File: src/rtl/wb_arbiter_pkg.sv
`default_nettype none
// ============================================================================
//  Module      : wb_arbiter_pkg
//  Description : Shared writeback types, derived widths and block defaults
//                for the functional-unit writeback collector.
//  Revision    : 1.0 - initial release
// ============================================================================
package wb_arbiter_pkg;

    localparam int ROB_IDX_W = 5;
    localparam int PREG_W    = 6;
    localparam int XLEN      = 32;
    localparam int FLAGS_W   = 4;

    // Common data bus payload: physical destination and result value.
    typedef struct packed {
        logic              valid;
        logic [PREG_W-1:0] dest;
        logic [XLEN-1:0]   result;
    } cdb_t;

    // Packet an FU hands to writeback; cdb sits in the low bits.
    typedef struct packed {
        logic [ROB_IDX_W-1:0] rob_dest;
        logic [FLAGS_W-1:0]   flags;
        cdb_t                 cdb;
    } rob_wb_t;

    // Register-file write request.
    typedef struct packed {
        cdb_t cdb;
        logic w_v;
    } reg_wb_t;

    localparam int ROB_WB_WIDTH  = $bits(rob_wb_t);
    localparam int REG_WB_WIDTH  = $bits(reg_wb_t);
    // Bit position of cdb.valid inside a packed rob_wb_t.
    localparam int CDB_VALID_BIT = $bits(cdb_t) - 1;

    localparam int WB_N_FU       = 4;
    localparam int WB_FIFO_DEPTH = 4;
    localparam int WB_SKID       = 2;

endpackage
`default_nettype wire

File: src/rtl/wb_fifo.sv
`default_nettype none
// ============================================================================
//  Module      : wb_fifo
//  Description : Single-source writeback FIFO with push/pop/flush, occupancy
//                count and a drop pulse for pushes that found no room.
//  Revision    : 1.0 - initial release
// ============================================================================
module wb_fifo #(
    parameter int DEPTH = 4,
    parameter int WIDTH = 48
) (
    input  logic                   clk_i,
    input  logic                   reset_i,
    input  logic                   flush_i,
    input  logic                   push_i,
    input  logic                   pop_i,
    input  logic [WIDTH-1:0]       data_i,
    output logic [WIDTH-1:0]       data_o,
    output logic [$clog2(DEPTH):0] count_o,
    output logic                   drop_o
);

    localparam int PTR_W = $clog2(DEPTH);

    logic [WIDTH-1:0] mem [DEPTH];
    logic [PTR_W-1:0] head;
    logic [PTR_W-1:0] tail;
    logic [PTR_W:0]   count;
    logic             full;
    logic             do_pop;
    logic             do_push;

    assign full    = (count == (PTR_W+1)'(DEPTH));
    assign do_pop  = pop_i && (count != '0);
    // A full FIFO still takes a push when its head leaves in the same cycle.
    assign do_push = push_i && (!full || do_pop);
    // Flush discards the cycle's pushes, so they never count as drops.
    assign drop_o  = push_i && full && !do_pop && !flush_i;

    assign data_o  = mem[head];
    assign count_o = count;

    // Storage array: written at the tail, no reset needed on the payload.
    always_ff @(posedge clk_i) begin
        if (do_push && !flush_i) begin
            mem[tail] <= data_i;
        end
    end

    // Pointers and occupancy; pointers wrap naturally at DEPTH.
    always_ff @(posedge clk_i or posedge reset_i) begin
        if (reset_i) begin
            head  <= '0;
            tail  <= '0;
            count <= '0;
        end else if (flush_i) begin
            head  <= '0;
            tail  <= '0;
            count <= '0;
        end else begin
            if (do_push) begin
                tail <= tail + 1'b1;
            end
            if (do_pop) begin
                head <= head + 1'b1;
            end
            case ({do_push, do_pop})
                2'b10:   count <= count + 1'b1;
                2'b01:   count <= count - 1'b1;
                default: count <= count;
            endcase
        end
    end

endmodule
`default_nettype wire

File: src/rtl/wb_arbiter.sv
`default_nettype none
// ============================================================================
//  Module      : wb_arbiter
//  Description : Collects writeback packets from N_FU non-stallable execute
//                units into per-FU FIFOs and round-robin arbitrates them onto
//                a single registered ROB / register-file writeback port.
//  Revision    : 1.0 - initial release
// ============================================================================
module wb_arbiter
    import wb_arbiter_pkg::*;
#(
    parameter int N_FU       = WB_N_FU,
    parameter int FIFO_DEPTH = WB_FIFO_DEPTH,
    parameter int SKID       = WB_SKID
) (
    input  logic                         clk_i,
    input  logic                         reset_i,
    input  logic                         flush_i,
    input  logic [N_FU*ROB_WB_WIDTH-1:0] fu_wb_i,
    output logic [ROB_WB_WIDTH-1:0]      rob_wb_o,
    output logic [REG_WB_WIDTH-1:0]      reg_wb_o,
    output logic [N_FU-1:0]              fu_stall_o,
    output logic                         overflow_o
);

    localparam int PTR_W = $clog2(N_FU);
    localparam int CNT_W = $clog2(FIFO_DEPTH) + 1;

    logic [ROB_WB_WIDTH-1:0] head_data [N_FU];
    logic [CNT_W-1:0]        count     [N_FU];
    logic [N_FU-1:0]         push;
    logic [N_FU-1:0]         pop;
    logic [N_FU-1:0]         drop;
    logic [N_FU-1:0]         nonempty;

    logic [PTR_W-1:0]        rr_ptr;
    logic [PTR_W-1:0]        next_ptr;
    logic [PTR_W-1:0]        grant_idx;
    logic                    grant_any;
    logic [PTR_W:0]          cand;

    rob_wb_t                 granted_pkt;
    rob_wb_t                 rob_q;
    reg_wb_t                 reg_wb;
    logic                    overflow;

    // Per-FU FIFO, push decode and stall hint.
    for (genvar i = 0; i < N_FU; i++) begin : g_fu
        assign push[i]     = fu_wb_i[i*ROB_WB_WIDTH + CDB_VALID_BIT];
        assign pop[i]      = grant_any && (grant_idx == PTR_W'(i));
        assign nonempty[i] = (count[i] != '0);
        // Raised while free space no longer covers the packets already in flight.
        assign fu_stall_o[i] = (FIFO_DEPTH - int'(count[i])) <= SKID;

        wb_fifo #(
            .DEPTH (FIFO_DEPTH),
            .WIDTH (ROB_WB_WIDTH)
        ) u_fifo (
            .clk_i   (clk_i),
            .reset_i (reset_i),
            .flush_i (flush_i),
            .push_i  (push[i]),
            .pop_i   (pop[i]),
            .data_i  (fu_wb_i[i*ROB_WB_WIDTH +: ROB_WB_WIDTH]),
            .data_o  (head_data[i]),
            .count_o (count[i]),
            .drop_o  (drop[i])
        );
    end

    // Round-robin search: first non-empty FIFO at or after rr_ptr, wrapping.
    always_comb begin
        grant_any = 1'b0;
        grant_idx = '0;
        cand      = '0;
        for (int k = 0; k < N_FU; k++) begin
            cand = {1'b0, rr_ptr} + (PTR_W+1)'(k);
            if (cand >= (PTR_W+1)'(N_FU)) begin
                cand = cand - (PTR_W+1)'(N_FU);
            end
            if (!grant_any && nonempty[cand[PTR_W-1:0]]) begin
                grant_any = 1'b1;
                grant_idx = cand[PTR_W-1:0];
            end
        end
    end

    // Granted head with valid forced high, and the pointer past the winner.
    always_comb begin
        granted_pkt           = rob_wb_t'(head_data[grant_idx]);
        granted_pkt.cdb.valid = 1'b1;
        next_ptr              = (grant_idx == PTR_W'(N_FU - 1)) ? '0 : grant_idx + 1'b1;
    end

    // Round-robin pointer: advances only when something was granted.
    always_ff @(posedge clk_i or posedge reset_i) begin
        if (reset_i) begin
            rr_ptr <= '0;
        end else if (flush_i) begin
            rr_ptr <= '0;
        end else if (grant_any) begin
            rr_ptr <= next_ptr;
        end
    end

    // Output register: winner's packet, or all-zero on idle / flush.
    always_ff @(posedge clk_i or posedge reset_i) begin
        if (reset_i) begin
            rob_q <= '0;
        end else if (flush_i || !grant_any) begin
            rob_q <= '0;
        end else begin
            rob_q <= granted_pkt;
        end
    end

    // Sticky overflow flag; only reset clears it.
    always_ff @(posedge clk_i or posedge reset_i) begin
        if (reset_i) begin
            overflow <= 1'b0;
        end else if (|drop) begin
            overflow <= 1'b1;
        end
    end

    // Register-file view is a straight re-pack of the registered ROB packet.
    always_comb begin
        reg_wb.cdb = rob_q.cdb;
        reg_wb.w_v = rob_q.cdb.valid;
    end

    assign rob_wb_o   = rob_q;
    assign reg_wb_o   = reg_wb;
    assign overflow_o = overflow;

endmodule
`default_nettype wire

File: config.mk
export PLATFORM = sky130hd
export DESIGN_NAME = wb_arbiter
export DESIGN_NICKNAME = d
export VERILOG_FILES = /design/src/rtl/wb_arbiter_pkg.sv /design/src/rtl/wb_fifo.sv /design/src/rtl/wb_arbiter.sv
export SDC_FILE = /design/constraint.sdc
export NUM_CORES = 1
export LEC_CHECK = 0
export CELL_PAD_IN_SITES_DETAIL_PLACEMENT = 1
export CELL_PAD_IN_SITES_GLOBAL_PLACEMENT = 1
export CORE_AREA = 2 2 283 341
export DETAILED_ROUTE_END_ITERATION = 10
export DIE_AREA = 0 0 285 343
export GPL_TIMING_DRIVEN = 0
export PLACE_DENSITY_LB_ADDON = 0.05
export SETUP_SLACK_MARGIN = 0.5
export SLEW_MARGIN = 20
export SYNTH_ARGS = -nofsm -noshare
export SYNTH_HDL_FRONTEND = slang
export SYNTH_SLANG_ARGS = --single-unit
File: constraint.sdc
create_clock -name clk_i -period 9.2 [get_ports clk_i]
set_input_delay 0.92 -clock clk_i [delete_from_list [all_inputs] [get_ports clk_i]]
set_output_delay 0.92 -clock clk_i [all_outputs]
set_load 0.005 [all_outputs]
==> results of run 1 <==
==> synth_stat cells, drive strengths merged (2+ instances only) <==
cell	count	area, um2
a32oi	2	17.5
o21a	2	15.0
o21ai	12	60.1
buf	54	365
nand2b	16	100
mux2i	59	591
nand2	9	33.8
a21oi	2	10.0
inv	32	120
and2	51	319
nand3b	3	22.5
a21bo	4	40.0
a31oi	3	18.8
mux4	189	4260
xnor2	4	35.0
nor3	3	15.0
or3	2	12.5
xor2	5	43.8
nor3b	13	97.6
nor2b	5	31.3
dfrtp	79	1980
ha	32	400
nand3	3	15.0
and4	2	17.5
o211ai	3	27.5
clkbuf	74	278
a21boi	2	15.0
mux2	13	154
a211oi	95	713
edfxtp	752	22600
fa	4	80.1
nor2	44	165
==> power groups by stage <==
stage	clock (mW)	sequential, mW	combinational (mW)
floorplan	0	4.68	2.20
global placement	0	4.77	4.11
detailed placement	0	4.73	4.21
CTS	3.70	4.66	4.23
global route	3.83	4.69	4.40
finish	3.59	4.66	4.08
==> worst max-delay path by stage <==
stage | start | end | slack [ps] | cells after the start
after detailed placement | g_fu[1].u_fifo.count_o[0] | g_fu[2].u_fifo.mem[0][21] | 2980 | 17
after CTS | g_fu[1].u_fifo.count_o[0] | g_fu[2].u_fifo.mem[0][33] | 2960 | 17
after global routing | g_fu[1].u_fifo.count_o[0] | g_fu[2].u_fifo.mem[0][24] | 2590 | 17
after global placement | g_fu[3].u_fifo.count_o[0] | g_fu[0].u_fifo.mem[0][14] | -2220 | 11
final | g_fu[1].u_fifo.count_o[0] | g_fu[2].u_fifo.mem[0][16] | 2980 | 17
after floorplan | g_fu[3].u_fifo.count_o[0] | g_fu[1].u_fifo.mem[0][0] | 2510 | 12
==> placed cells by master, fill, tap and decap left out, types with 44 or more instances in the layout <==
| cell type | count |
|---|---|
| clkdlybuf4s50_1 | 286 |
| mux4_2 | 189 |
| a211oi_1 | 95 |
| clkbuf_16 | 90 |
| buf_4 | 110 |
| clkbuf_1 | 90 |
| dfrtp_1 | 79 |
| mux2i_1 | 59 |
| edfxtp_1 | 752 |
| nor2_1 | 44 |
==> logic make-up after synthesis <==
kind of cell | count (synthesis) | synth area share (%)
flip-flops | 831 | 74.9
multiplexers | 261 | 15.3
buffers and inverters | 160 | 2.33
AND/OR/NAND/NOR | 159 | 2.72
AO/OA/AOI/OAI | 134 | 3.06
XOR/XNOR | 9 | 0.240
adder cells (fa/ha/maj) | 36 | 1.47
==> routing by layer <==
metal  GRT usage [%]  vias up  part of all wire (%)
met5               0        -                  0.19
met4            5.69       28                   2.8
met3            4.24      141                   4.8
met2            32.1      372                    50
met1            24.0     8829                    42
li1                -     7384                     -
==> through the flow <==
stage	cells	setup WS [ps]	cell area [um2]	TNS (ps)
floorplan	1590	2510	32800	0
global placement	3136	-2220	37200	-1031750
detailed placement	3227	2980	38100	0
CTS	3390	2960	41100	0
global route	3392	2590	41100	0
finish	3395	2980	41100	0
==> worst register-to-register path: cells and delay by family, from the launching register on <==
family / cells / cell delay, ps
buffers and inverters: 7 / 2520
AOI/OAI and AO/OA: 4 / 1130
and+or+nand+nor: 3 / 940
adders and majority gates: 3 / 860
DFF: 1 / 430
==> sequential cells by signal, indices dropped and copies added, names as in the netlist <==
name,count
g_fu.u_fifo.count_o,12
g_fu.u_fifo.head,8
g_fu.u_fifo.mem,752
g_fu.u_fifo.tail,8
overflow_o,1
reg_wb_o,39
rob_wb_o,9
rr_ptr,2
==> final cells by class <==
| class | count | area [um2] | area share [%] |
|---|---|---|---|
| timing repair buffer | 377 | 3700 | 9.01 |
| antenna | 5 | 12.5 | 0.0305 |
| inverter | 32 | 125 | 0.305 |
| clock inverter | 49 | 523 | 1.27 |
| sequential | 831 | 24600 | 59.8 |
| tap | 1260 | 1580 | 3.84 |
| multi-input combinational | 599 | 7520 | 18.3 |
| buffer | 128 | 646 | 1.57 |
| clock buffer | 114 | 2400 | 5.85 |
==> metrics.yaml, run 1 <==
status:
  status: "completed"
setup_path:
  start_kind: "flop"
  r2r_start: "g_fu[1].u_fifo.count_o[0]"
  crit_slowest_cell: "buf_1"
  reg2regPathDepth: 17
  crit_chain: "inv_1 -> ha_1 -> ha_1 -> nand2b_1 -> a32oi_1 -> o211a_1 -> buf_2 -> inv_1 -> clkbuf_1 -> buf_1 -> ha_1 -> inv_1 -> a41oi_1 -> o21ai_1 -> nor2_1 -> and2_4 -> buf_12"
  r2r_slack_ps: 2980
  crit_type: "flop to flop"
  max_stage_delay_ps: 790
  cp-end-kind: "flop"
  cp.arrival_ps: 6550
  path_delay_family: "buffers and inverters"
  critPathMaxFanout: 25
  path_buf_inv: 7
  r2r_end: "g_fu[2].u_fifo.mem[0][16]"
  worstPathRequired_ps: 9520
power:
  switching_share_pct: 33.8
  clockPowerShare_pct: 29.1
  power.switching_mw: 4.17
  pwr-share-comb_pct: 33.1
  p_seq_share_pct: 37.8
  leakage_nw: 13.7
  peakVddDrop_v: 0.000127
  cellPowerDensity_nw_per_um2: 300
  p_total_mw: 12.3
  p_int_mw: 8.16
die:
  coreArea_um2: 94600
  die_h_um: 343
  io_pins: 288
  fp.dieW_um: 285
  dieArea_um2: 97800
  start_util_pct: 34.6
  rows: 124
clock_network:
  root_buffer: "clkbuf_16"
  tritoncts: "yes"
  cts.reportedPaths.clkPinSlew_ps: 60
  htreeDepth: 3
  cts_resized: 0
  clockBufferDepth: 3
  clkLatencyLatePin_ps: 640
  cts_sinks: 831
  cts_setup_buffers: 0
  hold_buffers: 0
  cts_inserted_buffers: 88
cells_and_area:
  n_fill_cell: 8958
  area_growth_pct: 25.3
  fin_nets: 2288
  final_util_pct: 43.4
  drive_above_1_share_pct: 23.5
synthesis:
  synth_ff_type: "edfxtp_1"
  ys_warn_count: 0
  syn-num-nets: 1821
  synth_cell_type_count: 57
  ys_seq_area_share_pct: 74.9
  synth_area_um2: 32800
  avgSynthCellArea_um2: 20.6
  yosys_register_bits: 831
  syn_inst: 1590
  synth-async-reset-ratio_pct: 9.51
  synth_edf_count: 752
timing:
  grt_setup_unrepaired: "false"
  slew_violations: 0
  post-route-period-util_pct: 67.6
  final-setup-viol-count: 0
  finalHoldWorstSlack_ps: 561
  finClkSkew_ps: 22.2
  fmax_mhz: 161
  hold_violations: 0
  slew_headroom_pct: 31.0
  worst-slew-pin-transition_ps: 1030
  min_period_ps: 6220
placement:
  dpl.hpwl_um: 67800
  gp_congestion: 0.791
  io_buffers: 286
detailed_routing:
  num_vias: 16800
  drt-initial-drc-count: 909
  routed_wl_um: 90600
  drtPass1Iterations: 5
  ant_nets: 0
  vias_per_cell: 4.93
  wl_per_cell_um: 26.7
  drc: 0
hold_path:
  hold_path_class: "flop to flop"
  hp-start: "overflow_o"
  min_to: "overflow_o"
  holdPathStages: 2
global_route:
  grt_pass1_vias: 18600
  grt_max_degree: 47
  grt_pass1_wl_um: 132000
  track_usage_pct: 18.8
  overflow: 0
  antenna_found_initial: 22
run:
  drv_cap: 0
Power figures use the tool's default switching activity.
==> inputs of run 2 (changes only) <==
- clock period: 9.2 -> 6.2 ns (I/O delays scaled with it)
==> run 2 against run 1 <==
  * Power up 47%
  * First-iteration DRC count is 5.1% higher
  * Critical path depth down 2
  * Sequential share of layout area rose by 0.075 points
  * Core utilization fell by 0.054 points
  * Register-to-register slack worse by 2100 ps
  * Clock power increased by 44%
  * Sequential power up 48%
  * Critical endpoint is now g_fu[1].u_fifo.mem[3][9]
==> metrics.yaml, run 2 (same netlist as run 1, synthesis figures left out) <==
status:
  status: "completed"
clock_network:
  cts_inserted_buffers: 87
  hold_buffers: 0
  cts_setup_buffers: 0
  htreeDepth: 3
  cts.reportedPaths.clkPinSlew_ps: 60
  root_buffer: "clkbuf_16"
  cts_resized: 3
  clockBufferDepth: 3
  cts_sinks: 831
  clkLatencyLatePin_ps: 640
  tritoncts: "yes"
power:
  peakVddDrop_v: 0.000215
  cellPowerDensity_nw_per_um2: 442
  leakage_nw: 13.6
  p_seq_share_pct: 38.1
  p_int_mw: 12.0
  clockPowerShare_pct: 28.4
  power.switching_mw: 6.16
  pwr-share-comb_pct: 33.5
  switching_share_pct: 34.0
detailed_routing:
  ant_nets: 0
  drc: 0
  drt-initial-drc-count: 955
  wl_per_cell_um: 27.2
  vias_per_cell: 4.96
  num_vias: 16700
  routed_wl_um: 91700
  drtPass1Iterations: 7
global_route:
  track_usage_pct: 19.1
  grt_pass1_vias: 18500
  antenna_found_initial: 19
  overflow: 0
  grt_max_degree: 64
  grt_pass1_wl_um: 133000
timing:
  grt_setup_unrepaired: "false"
  hold_violations: 0
  fmax_mhz: 188
  slew_headroom_pct: 31.6
  post-route-period-util_pct: 85.6
  min_period_ps: 5310
  final-setup-viol-count: 0
  fin_tns_setup_ps: 0
  finClkSkew_ps: 26.9
  worst-slew-pin-transition_ps: 1030
  slew_violations: 0
cells_and_area:
  final_cells: 3373
  final_util_pct: 43.3
  largest_register_ffs: 752
  final_common_cell: "edfxtp_1"
  area_growth_pct: 25.1
  n_fill_cell: 8994
  seqCellArea_um2: 24600
  multi_input_comb_area_um2: 7570
  fin_nets: 2271
  regMostFlops: "g_fu.u_fifo.mem"
  final_cell_mix: "edfxtp_1, clkdlybuf4s50_1, mux4_2, a211oi_1, clkbuf_16"
  drive_above_1_share_pct: 23.2
setup_path:
  worstPathRequired_ps: 6530
  crit_type: "flop to flop"
  cp-end-kind: "flop"
  critPathMaxFanout: 7
  cp.arrival_ps: 5640
  start_kind: "flop"
die:
  coreArea_um2: 94600
  start_util_pct: 34.6
  rows: 124
  dieArea_um2: 97800
  fp.dieW_um: 285
  io_pins: 288
  die_h_um: 343
placement:
  gp_congestion: 0.771
  io_buffers: 286
  place_inst: 3211
  dpl.hpwl_um: 67500
run:
  drv_cap: 0
hold_path:
  hold_path_class: "input port to async pin"
==> run 2: worst max-delay path, cell delays in order (launching register included) <==
cell,delay (ps)
dfrtp_1,430
inv_1,130
ha_1,230
ha_1,330
or4b_1,500
a21oi_1,230
o22ai_1,130
o211ai_2,520
inv_2,120
or3_1,400
buf_2,200
a21bo_2,280
nor3b_2,790
buf_4,320
buf_4,220
buf_6,160
==> run 2: path summary, 6_finish.rpt <==
path	slack (ps)	cells after the start	endpoint	start
setup / recovery	890	15	g_fu[1].u_fifo.mem[3][9]	g_fu[3].u_fifo.count_o[0]
hold / removal	300	2	rob_wb_o[46]	reset_i
setup reg to reg	890	15	g_fu[1].u_fifo.mem[3][9]	g_fu[3].u_fifo.count_o[0]
hold reg to reg	570	2	overflow_o	overflow_o
max in group asynchronous	5250	3	g_fu[2].u_fifo.count_o[1]	reset_i
min in group clk_i	540	3	g_fu[2].u_fifo.count_o[2]	flush_i
==> run 2: final cells by class <==
cell class / count / share of cell area, %
sequential: 831 / 59.9
antenna: 2 / 0.0122
timing repair buffer: 361 / 9.02
buffer: 128 / 1.60
clock buffer: 118 / 6.02
inverter: 32 / 0.305
multi-input combinational: 599 / 18.5
clock inverter: 42 / 0.872
tap: 1260 / 3.84
==> run 2: power by group through the flow <==
stage | Combinational (mW) | Clock (mW) | Sequential [mW]
after CTS | 6.32 | 5.30 | 6.91
after global placement | 6.11 | 0 | 7.06
after global routing | 6.57 | 5.48 | 6.96
after floorplan | 3.27 | 0 | 6.93
final | 6.08 | 5.16 | 6.91
after detailed placement | 6.27 | 0 | 7.02
==> run 2: metal layers <==
layer  vias up  wire [um]  share of wire [%]  track usage (%)
met4        24       1830                2.0             5.10
li1       7333          -                  -                -
met2       389      47300                 52             33.3
met5         -        144               0.16                0
met3       116       4420                4.8             3.86
met1      8881      38000                 41             24.2
==> run 2: per-stage QoR <==
step	area [um2]	worst slack [ps]	total power, mW	hold WS [ps]
finish	41000	893	18.1	300
global route	41000	680	19.0	310
CTS	41000	548	18.5	267
detailed placement	38200	-27.5	13.3	563
global placement	37200	-5640	13.2	558
floorplan	32800	-491	10.2	520
